`config.mk`:
```
export PLATFORM = sky130hd
export DESIGN_NAME = huffman_bit_packer
export DESIGN_NICKNAME = d
export VERILOG_FILES = /design/src/rtl/huffman_bit_packer.sv
export SDC_FILE = /design/constraint.sdc
export NUM_CORES = 1
export LEC_CHECK = 0
export CORE_UTILIZATION = 48
export DETAILED_ROUTE_END_ITERATION = 10
export PLACE_DENSITY = 0.77
export SETUP_SLACK_MARGIN = 0.4
export SLEW_MARGIN = 20
export SYNTH_ARGS = -nofsm -noshare
export SYNTH_HDL_FRONTEND = slang
export SYNTH_SLANG_ARGS = --single-unit
export TNS_END_PERCENT = 1
```
`constraint.sdc`:
```
create_clock -name clk -period 4.4 [get_ports clk]
set_input_delay 0.44 -clock clk [delete_from_list [all_inputs] [get_ports clk]]
set_output_delay 0.44 -clock clk [all_outputs]
set_load 0.01 [all_outputs]
```
`src/rtl/huffman_bit_packer.sv`:
```
// Packs a strobed serial code bit stream into MSB-first words and queues them
// in a small FIFO toward a valid/ready sink, with message flush and error latch.
module huffman_bit_packer #(
    parameter int WORD_W     = 8,
    parameter int FIFO_DEPTH = 4
) (
    input  logic                          clk,
    input  logic                          rst,
    input  logic                          serial_d,
    input  logic                          strobe,
    input  logic                          flush,
    input  logic                          dict_err,
    output logic [WORD_W-1:0]             out_data,
    output logic [$clog2(WORD_W+1)-1:0]   out_nbits,
    output logic                          out_last,
    output logic                          out_valid,
    input  logic                          out_ready,
    output logic                          overflow,
    output logic                          err,
    output logic                          busy
);
    localparam int CW = $clog2(WORD_W);
    localparam int NW = $clog2(WORD_W + 1);
    localparam int AW = $clog2(FIFO_DEPTH);

    typedef enum logic {ACCUM, ERR} state_t;

    state_t            state_reg, state_next;
    logic [WORD_W-1:0] acc_reg, acc_next;
    logic [CW-1:0]     cnt_reg, cnt_next;
    logic              overflow_reg;

    logic [WORD_W-1:0] acc_shift;
    logic [WORD_W-1:0] fl_acc;
    logic [CW-1:0]     fl_cnt;
    logic [CW:0]       pad_amt;

    logic              push;
    logic [WORD_W-1:0] push_data;
    logic [NW-1:0]     push_nbits;
    logic              push_last;

    logic [WORD_W-1:0] mem_data  [FIFO_DEPTH];
    logic [NW-1:0]     mem_nbits [FIFO_DEPTH];
    logic              mem_last  [FIFO_DEPTH];
    logic [AW:0]       wr_ptr_reg, rd_ptr_reg;
    logic              fifo_empty, fifo_full, pop, push_ok;

    assign acc_shift = {acc_reg[WORD_W-2:0], serial_d};
    // Flush sees the accumulator after any same-cycle bit has been appended.
    assign fl_acc    = strobe ? acc_shift : acc_reg;
    assign fl_cnt    = strobe ? cnt_reg + CW'(1) : cnt_reg;
    assign pad_amt   = (CW+1)'(WORD_W) - {1'b0, fl_cnt};

    always_ff @(posedge clk) begin
        if (rst) begin
            state_reg <= ACCUM;
            acc_reg   <= '0;
            cnt_reg   <= '0;
        end else begin
            state_reg <= state_next;
            acc_reg   <= acc_next;
            cnt_reg   <= cnt_next;
        end
    end

    always_comb begin
        state_next = state_reg;
        acc_next   = acc_reg;
        cnt_next   = cnt_reg;
        push       = 1'b0;
        push_data  = '0;
        push_nbits = '0;
        push_last  = 1'b0;
        case (state_reg)
            ACCUM: begin
                if (dict_err) begin
                    state_next = ERR;
                    acc_next   = '0;
                    cnt_next   = '0;
                end else if (strobe && cnt_reg == CW'(WORD_W-1)) begin
                    push       = 1'b1;
                    push_data  = acc_shift;
                    push_nbits = NW'(WORD_W);
                    push_last  = flush;
                    acc_next   = '0;
                    cnt_next   = '0;
                end else if (flush) begin
                    // Left-justify the partial word; an empty message yields all zeros.
                    push       = 1'b1;
                    push_data  = fl_acc << pad_amt;
                    push_nbits = NW'(fl_cnt);
                    push_last  = 1'b1;
                    acc_next   = '0;
                    cnt_next   = '0;
                end else if (strobe) begin
                    acc_next   = acc_shift;
                    cnt_next   = fl_cnt;
                end
            end
            ERR: begin
                acc_next = '0;
                cnt_next = '0;
            end
            default: state_next = ACCUM;
        endcase
    end

    assign fifo_empty = (wr_ptr_reg == rd_ptr_reg);
    assign fifo_full  = (wr_ptr_reg[AW] != rd_ptr_reg[AW]) &&
                        (wr_ptr_reg[AW-1:0] == rd_ptr_reg[AW-1:0]);
    assign pop        = out_valid && out_ready;
    // A full FIFO still accepts a word when the head leaves in the same cycle.
    assign push_ok    = push && (!fifo_full || pop);

    always_ff @(posedge clk) begin
        if (push_ok) begin
            mem_data[wr_ptr_reg[AW-1:0]]  <= push_data;
            mem_nbits[wr_ptr_reg[AW-1:0]] <= push_nbits;
            mem_last[wr_ptr_reg[AW-1:0]]  <= push_last;
        end
    end

    always_ff @(posedge clk) begin
        if (rst) begin
            wr_ptr_reg   <= '0;
            rd_ptr_reg   <= '0;
            overflow_reg <= 1'b0;
        end else begin
            if (push_ok)
                wr_ptr_reg <= wr_ptr_reg + (AW+1)'(1);
            if (pop)
                rd_ptr_reg <= rd_ptr_reg + (AW+1)'(1);
            if (push && !push_ok)
                overflow_reg <= 1'b1;
        end
    end

    assign out_valid = !fifo_empty;
    assign out_data  = out_valid ? mem_data[rd_ptr_reg[AW-1:0]]  : '0;
    assign out_nbits = out_valid ? mem_nbits[rd_ptr_reg[AW-1:0]] : '0;
    assign out_last  = out_valid ? mem_last[rd_ptr_reg[AW-1:0]]  : 1'b0;
    assign overflow  = overflow_reg;
    assign err       = (state_reg == ERR);
    assign busy      = (cnt_reg != '0) || !fifo_empty;

endmodule

```
==> flow_summary.rst <==
.. list-table::
   :header-rows: 1

   * - Metric
     - Value
   * - Setup violations, final
     - 0
   * - Count of flip-flops with a built-in enable after synthesis
     - 52
   * - Worst Hold Path EP
     - overflow
   * - Max-Slew Margin vs Limit
     - a little over two fifths
   * - Compound-cell area share of the yosys netlist
     - between 7 and 8%
   * - Share of the core filled with cells
     - 57.0%
   * - Share of Yosys cell area claimed by the top area cell type
     - 45.3%
   * - Area taken by multi-input logic gates
     - 1380 µm²
   * - Port Buffer Count
     - 23
   * - Simple-gate portion of the synthesized area
     - about 15%
   * - Main combinational cell family by area after synthesis
     - simple AND/OR/NAND/NOR gates
   * - Worst hold path startpoint
     - overflow
   * - Number of nets in the layout
     - 301
   * - Layout cell share with drive strength beyond 1
     - 13.7%
   * - Highest net fanout along the worst path
     - 23
   * - Maximum frequency from static timing analysis
     - 0.336 GHz
   * - Pins over their slew limit
     - 0
   * - Outcome
     - finished clean
   * - Post-Synthesis Net Count
     - 284
   * - Setup Crit Path Kind
     - register to register
   * - Leakage dissipation
     - 1.38 nW
   * - Hold Path Cell Cnt
     - 2
   * - DIE WIDTH
     - 86.8 µm
   * - FF+latch count, synth
     - 72
   * - Syn Std Cell Area
     - 3450 µm²
   * - Worst Slack Setup Final
     - 1420 ps
   * - Register-to-register setup slack
     - 1420 ps
   * - Grt ovf
     - 0
   * - # H-tree levels
     - 3
   * - Post-synthesis adder-cell area fraction
     - 2.90%
   * - Global-route wire length before repair
     - 10100 µm
   * - Clock Path Buffers
     - 2
   * - DRC violation total after the first TritonRoute iteration
     - 81
   * - Area taken by flip-flops and latches
     - 1960 µm²
   * - Area Growth Syn to Fin
     - 13.6%
   * - Top-level port count
     - 24
   * - Total power per unit cell area
     - 361 nW/µm²
   * - CTS tree
     - built
   * - Buffer cell driving the clock tree root
     - sky130_fd_sc_hd__clkbuf_8
   * - Detailed Routing Iterations Pass 1
     - 4
   * - R2r startpoint
     - cnt_reg[0]
   * - Placer's final routability congestion estimate
     - between 0.8 and 0.9
   * - Share of synthesized registers carrying an async set or reset
     - 0%
   * - Per-cell via count in the routed design
     - 5.56
   * - Post-synthesis sequential area ratio
     - 56.9%
   * - PnR Total Power
     - roughly 1.4 mW
   * - Final Hold Fails
     - 0
   * - Fraction of synthesized area in multiplexers
     - 12.7%
   * - Data required time of the worst path
     - about 4500 ps
   * - Area post-placement
     - 3720 µm²
   * - Slew of the pin with the lowest slew margin
     - 841 ps
   * - CTS clk-pin slew, worst paths
     - 80 ps
   * - Synth Flop Type
     - sky130_fd_sc_hd__edfxtp_1
   * - Post-DR wirelength/cell
     - between 15 and 20 µm
   * - Synthesized instance count
     - between 200 and 300
   * - Cell variety after synth
     - 55
   * - Cell type contributing the most total cell area after synthesis
     - sky130_fd_sc_hd__edfxtp_1
   * - Fill cell instance count of the final layout
     - 552
   * - Final clock skew
     - 9.49 ps
   * - Data arrival time of the critical path
     - between 3000 and 4000 ps
   * - Pin count of the biggest net entering global routing
     - 40
   * - Post-detailed-route DRC marker count
     - 0
   * - Final HPWL from detailed placement
     - 4210 µm
   * - Post-Layout Inst Area
     - 3920 µm²
   * - Fin crit share
     - 67.7%
   * - Vias in the first global route
     - 2015
   * - Number of warning messages in the yosys log
     - 0
   * - Initial Util
     - 50.2%
   * - Number of inserted diodes
     - 0
   * - Total clock buffers created by CTS
     - 9
   * - Worst slack after detailed placement
     - 1400 ps
   * - Kind of start point of the critical path
     - register
   * - Final wirelength
     - around 6200 µm
   * - Hold WC Path Type
     - register to register
   * - Skew-Pair Late Insertion Delay
     - 350 ps
   * - Setup repair after global routing missed its margin
     - false
   * - Register-to-Register Path Depth
     - 7
   * - # hold bufs at CTS
     - 0
   * - Clk sinks
     - 72
   * - Total Routing Usage GR
     - 18.3%
   * - Post-synthesis share of cell area spent on xor and xnor gates
     - under 10%
   * - Mean cell area of the mapped netlist
     - 12.8 µm²
   * - Number of placement rows
     - 30
   * - CP endpoint kind
     - register
   * - Total of max-cap violations
     - 0
   * - Number of antenna violations at the first check in global routing
     - 0
   * - DIE AREA
     - 7530 µm²
   * - Summed negative setup slack over all endpoints
     - 0 ps
   * - Area of the core
     - 6870 µm²
   * - Endpoint of the worst register-to-register path
     - mem_data[0][7]
   * - Most area-consuming cells after synthesis
     - sky130_fd_sc_hd__edfxtp_1 45%, sky130_fd_sc_hd__dfxtp_1 12%, sky130_fd_sc_hd__mux4_2 8.5%
   * - Maximum vdd drop
     - 0.000182 V
   * - Die Span Y
     - 86.8 µm
   * - Number of buffers inserted by post-CTS setup repair
     - 0
   * - Number of flip-flops under the largest register name
     - 32
   * - DR vias
     - about 2200
   * - Minimum period implied by the final worst setup slack
     - around 3000 ps
   * - Resized Gates After CTS
     - 0
   * - Final ANT Viol Nets
     - 0
[routing by layer]
metal | share of wire [%] | track usage, % | vias up
met5 | 0 | 0 | -
met4 | 1.4 | 8.94 | 0
met3 | 4.2 | 2.86 | 9
met2 | 48 | 28.9 | 60
met1 | 46 | 24.8 | 1038
li1 | - | - | 1043
[worst max-delay path, stage by stage (launching register included)]
cell                      delay (ps)
sky130_fd_sc_hd__dfxtp_1         790
sky130_fd_sc_hd__inv_2           210
sky130_fd_sc_hd__ha_1            560
sky130_fd_sc_hd__nand2_1         210
sky130_fd_sc_hd__o21ai_2         210
sky130_fd_sc_hd__mux2i_1         220
sky130_fd_sc_hd__a21oi_1         110
sky130_fd_sc_hd__a221o_1         410
[synthesized netlist by cell type, drive strengths merged (5+ instances only)]
| master | number |
|---|---|
| nor2 | 23 |
| edfxtp | 52 |
| nor2b | 5 |
| mux2 | 5 |
| clkbuf | 8 |
| mux4 | 13 |
| dfxtp | 20 |
| o21ai | 6 |
| buf | 10 |
| a21oi | 14 |
| and2 | 18 |
| inv | 5 |
| nand2b | 6 |
| ha | 8 |
| nand2 | 18 |
| xor2 | 5 |
| mux2i | 9 |
[metrics by stage]
stage / hold WS, ps / std cells
after CTS: 497 / 387
after global routing: 529 / 387
after floorplan: 467 / 269
after detailed placement: 472 / 371
final: 492 / 387
after global placement: 475 / 371
[placed cells by master, fill, tap and decap left out, types with 4 or more instances in the layout]
| master | count |
|---|---|
| sky130_fd_sc_hd__nand2b_1 | 6 |
| sky130_fd_sc_hd__dfxtp_1 | 20 |
| sky130_fd_sc_hd__nor2_1 | 23 |
| sky130_fd_sc_hd__xor2_1 | 5 |
| sky130_fd_sc_hd__a21oi_1 | 14 |
| sky130_fd_sc_hd__clkbuf_8 | 9 |
| sky130_fd_sc_hd__nand3_1 | 4 |
| sky130_fd_sc_hd__inv_1 | 4 |
| sky130_fd_sc_hd__mux2i_1 | 9 |
| sky130_fd_sc_hd__edfxtp_1 | 52 |
| sky130_fd_sc_hd__clkdlybuf4s50_1 | 23 |
| sky130_fd_sc_hd__ha_1 | 8 |
| sky130_fd_sc_hd__mux4_2 | 13 |
| sky130_fd_sc_hd__and2_1 | 18 |
| sky130_fd_sc_hd__nand2_1 | 18 |
| sky130_fd_sc_hd__nor2b_1 | 4 |
[cell type report]
cell class | count | area share (%)
repair buffers | 24 | 6.07
flip-flops and latches | 72 | 50.1
inverters | 5 | 0.479
clock inverters | 6 | 1.28
clock buffers | 10 | 3.80
multi-input cells | 174 | 35.2
well taps | 96 | 3.07
[how the worst max path moves through the flow]
| stage | from | to | slack [ps] | depth (start not counted) |
|---|---|---|---|---|
| 2_1_floorplan | cnt_reg[0] | mem_data[0][7] | 2110 | 9 |
| 3_3_place_gp | strobe | mem_nbits[0][0] | 1470 | 6 |
| 3_5_place_dp | strobe | mem_nbits[0][0] | 1400 | 6 |
| 4_1_cts | register | out_nbits[2] | 1400 | 3 |
| 5_1_grt | cnt_reg[0] | mem_nbits[0][2] | 1220 | 6 |
| 6_report | cnt_reg[0] | mem_data[0][7] | 1420 | 7 |
[power breakdown]
part | total [mW] | internal [mW] | switching [mW]
logic | 0.150 | 0.0812 | 0.0685
clock network | 0.514 | 0.246 | 0.269
registers | 0.750 | 0.730 | 0.0206
total | 1.41 | 1.06 | 0.358
[kinds of logic (layout without fill, tap and decap cells)]
family	Yosys count	count (layout)
compound gates	41	41
flops	72	72
simple gates	91	91
fa+ha+maj	8	8
mux	27	27
buf+inv	23	45
xor+xnor	7	7
Power figures use the tool's default switching activity.
==> RTL edit, RTL diff (same flow settings) <==
Reset style: asynchronous (`rst`), changed in 2 clocked blocks.
--- a/src/rtl/huffman_bit_packer.sv
+++ b/src/rtl/huffman_bit_packer.sv
@@ -52,7 +52,7 @@
     assign fl_cnt    = strobe ? cnt_reg + CW'(1) : cnt_reg;
     assign pad_amt   = (CW+1)'(WORD_W) - {1'b0, fl_cnt};
 
-    always_ff @(posedge clk) begin
+    always_ff @(posedge clk or posedge rst) begin
         if (rst) begin
             state_reg <= ACCUM;
             acc_reg   <= '0;
@@ -121,7 +121,7 @@
         end
     end
 
-    always_ff @(posedge clk) begin
+    always_ff @(posedge clk or posedge rst) begin
         if (rst) begin
             wr_ptr_reg   <= '0;
             rd_ptr_reg   <= '0;
Function: differs if rst is asserted again (counterexample within 4 cycles, from zero or initial values and one cycle with rst high); with rst held inactive, the same outputs for 4 cycles.
==> RTL edit against the original RTL <==
  * Final area barely moved
  * Synthesized area up 0.44%
  * Wire length grew 5.6%
  * Setup slack got worse by 0.15 ns
  * Hold slack better by 0.024 ns
  * Sequential cell count fell by 2
  * Critical path type unchanged
Power is not compared: it rests on default switching activity, and its combinational part moved more than twofold at a synthesized area within 25%.
==> RTL edit: results (changes against the original RTL) <==
skew_ns: 0.00825  # was 0.00949 ns
hpwl_mm: 4.47  # was 4.21 mm
dr.pass1.iters: 4  # unchanged
synth.yosys.seq_area_share_pct: 58.1  # was 56.9%
cts_resized: 0  # unchanged
clkLatencyLatePin_ns: 0.34
nNetsFinal: 297  # was 301
worstPathMaxFanout: 26  # was 23
cts.htree.levels: 3  # unchanged
cellInternalPower_uw: 1100
largest_reg_flops: 32  # unchanged
postCtsSetupRepairBufs: 0  # unchanged
arrival_ns: 3.26  # was 3.06 ns
routed_via_density: 5.42  # was 5.56
synth_nets: 274  # was 284
met2_length_mm: 3.25  # was 3.00 mm
synthTopCellsByArea: "edfxtp_1 (45%), dfrtp_1 (13%), mux4_2 (8.5%)"  # was edfxtp_1 (45%), dfxtp_1 (12%), mux4_2 (8.5%)
cpPeakStageDelay_ns: 0.85  # was 0.79 ns
synth-warning-count: 0  # unchanged
min_path_type: "flop to flop"  # unchanged
p_leak_uw: 0.00152
path_delay_family: "compound AO/OA/AOI/OAI gates"  # was flip-flops
timing.slew.headroom_pct: 48.3  # was 43.9%
clk_path_buf_depth: 2  # unchanged
cts_buffers: 9  # unchanged
clkTransAtPathRegs_ns: 0.07
wl_met1_mm: 3.06  # was 2.86 mm
drc: 0  # unchanged
status: "complete, no violations"  # unchanged
async_flop_share_pct: 25.7  # was 0%
grt_antenna_before_repair: 0  # unchanged
highest_layer: "met4"  # unchanged
crit_slowest_cell: "dfrtp_1"  # was dfxtp_1
drtIter0Drc: 105  # was 81
n_fill_cell: 543  # was 552
port_buffers: 23  # unchanged
routedWlPerCell_um: 17.1  # was 16.1 µm
root_buffer: "clkbuf_8"  # unchanged
gr-usage-all-layers_pct: 19.2  # was 18.3%
cts_tree: "built"  # unchanged
n_antenna_cell: 0  # unchanged
drive_gt1_share_pct: 13.6  # was 13.7%
grt_max_degree: 34  # was 40
irDropWorstVdd_mv: 0.182
place.gp.congestion: 0.900  # was 0.858
first_global_vias: 2076  # was 2015
synth_enable_flop_cells: 52  # unchanged
yosys-top-cells-count: "edfxtp_1 (52), and2_1 (18), dfrtp_1 (18)"  # was edfxtp_1 (52), nor2_1 (23), dfxtp_1 (20)
wl_met3_um: 200  # was 264 µm
grt_first_pass_wirelength_mm: 10.6  # was 10.1 mm
ys_types: 50  # was 55
==> RTL edit: changes by cell type in the layout (fill, tap and decap cells not counted), moves of 3 or more <==
cell	delta
nand3_1	-3
dfrtp_1	+18
nand2b_1	+3
mux2i_1	-3
clkbuf_1	+4
nor2_1	-12
nor3_1	+6
mux2_1	-3
xnor2_1	+4
nor3b_1	-3
dfxtp_1	-20
==> RTL edit: logic make-up after synthesis <==
group | count (synthesis) | synth area share, %
xor gates and xnor gates | 11 | 2.78
and+or+nand+nor | 81 | 12.9
buffers and inverters | 21 | 3.00
DFF | 70 | 58.1
adders and majority gates | 8 | 2.89
muxes | 23 | 11.5
AOI/OAI and AO/OA | 45 | 8.85
==> RTL edit: through the flow <==
stage          worst slack [ns]  utilization (%)  cells  hold WS [ns]  cell area (µm²)
2_1_floorplan              2.11                -    259         0.379             3460
3_3_place_gp               1.37             54.7    367         0.454             3760
3_5_place_dp               1.31             54.7    367         0.490             3760
4_1_cts                    1.29             57.1    383         0.511             3920
5_1_grt                   0.991             57.1    383         0.532             3920
6_report                   1.27             57.1    383         0.516             3920
==> RTL edit: cell type report <==
| type | instances | area (µm²) | share of cell area, % |
|---|---|---|---|
| Clock buffer | 13 | 139 | 3.54 |
| Tap cell | 96 | 120 | 3.06 |
| Timing Repair Buffer | 26 | 253 | 6.45 |
| Sequential cell | 70 | 2010 | 51.3 |
| Inverter | 7 | 26.3 | 0.670 |
| Clock inverter | 3 | 21.3 | 0.543 |
| Multi-Input combinational cell | 168 | 1350 | 34.4 |
==> RTL edit: worst paths after layout <==
path / end / depth (start not counted) / slack, ns / startpoint
worst max-delay path: mem_data[0][4]$_DFFE_PP_ / 7 / 1.27 / cnt_reg[0]$_DFFE_PP0P_
max in group asynchronous: acc_reg[1]$_DFF_PP0_ / 2 / 3.37 / rst
worst min register to register: rd_ptr_reg[2]$_DFFE_PP0P_ / 1 / 0.52 / rd_ptr_reg[2]$_DFFE_PP0P_
min in group asynchronous: acc_reg[5]$_DFF_PP0_ / 2 / 0.54 / rst
worst max register to register: mem_data[0][4]$_DFFE_PP_ / 7 / 1.27 / cnt_reg[0]$_DFFE_PP0P_
worst min-delay path: rd_ptr_reg[2]$_DFFE_PP0P_ / 1 / 0.52 / rd_ptr_reg[2]$_DFFE_PP0P_
==> RTL edit: power groups by stage <==
stage	sequential [µW]	clock, µW	combinational [µW]
finish	760	447	313
global route	762	478	344
CTS	760	451	318
detailed placement	774	0	317
global placement	772	0	309
floorplan	745	0	241
==> RTL edit: metal layers <==
metal  track usage [%]  vias up
li1                  -     1008
met1              26.0     1018
met2              31.0       44
met3              3.70        6
met4              7.12        0
met5                 0        -
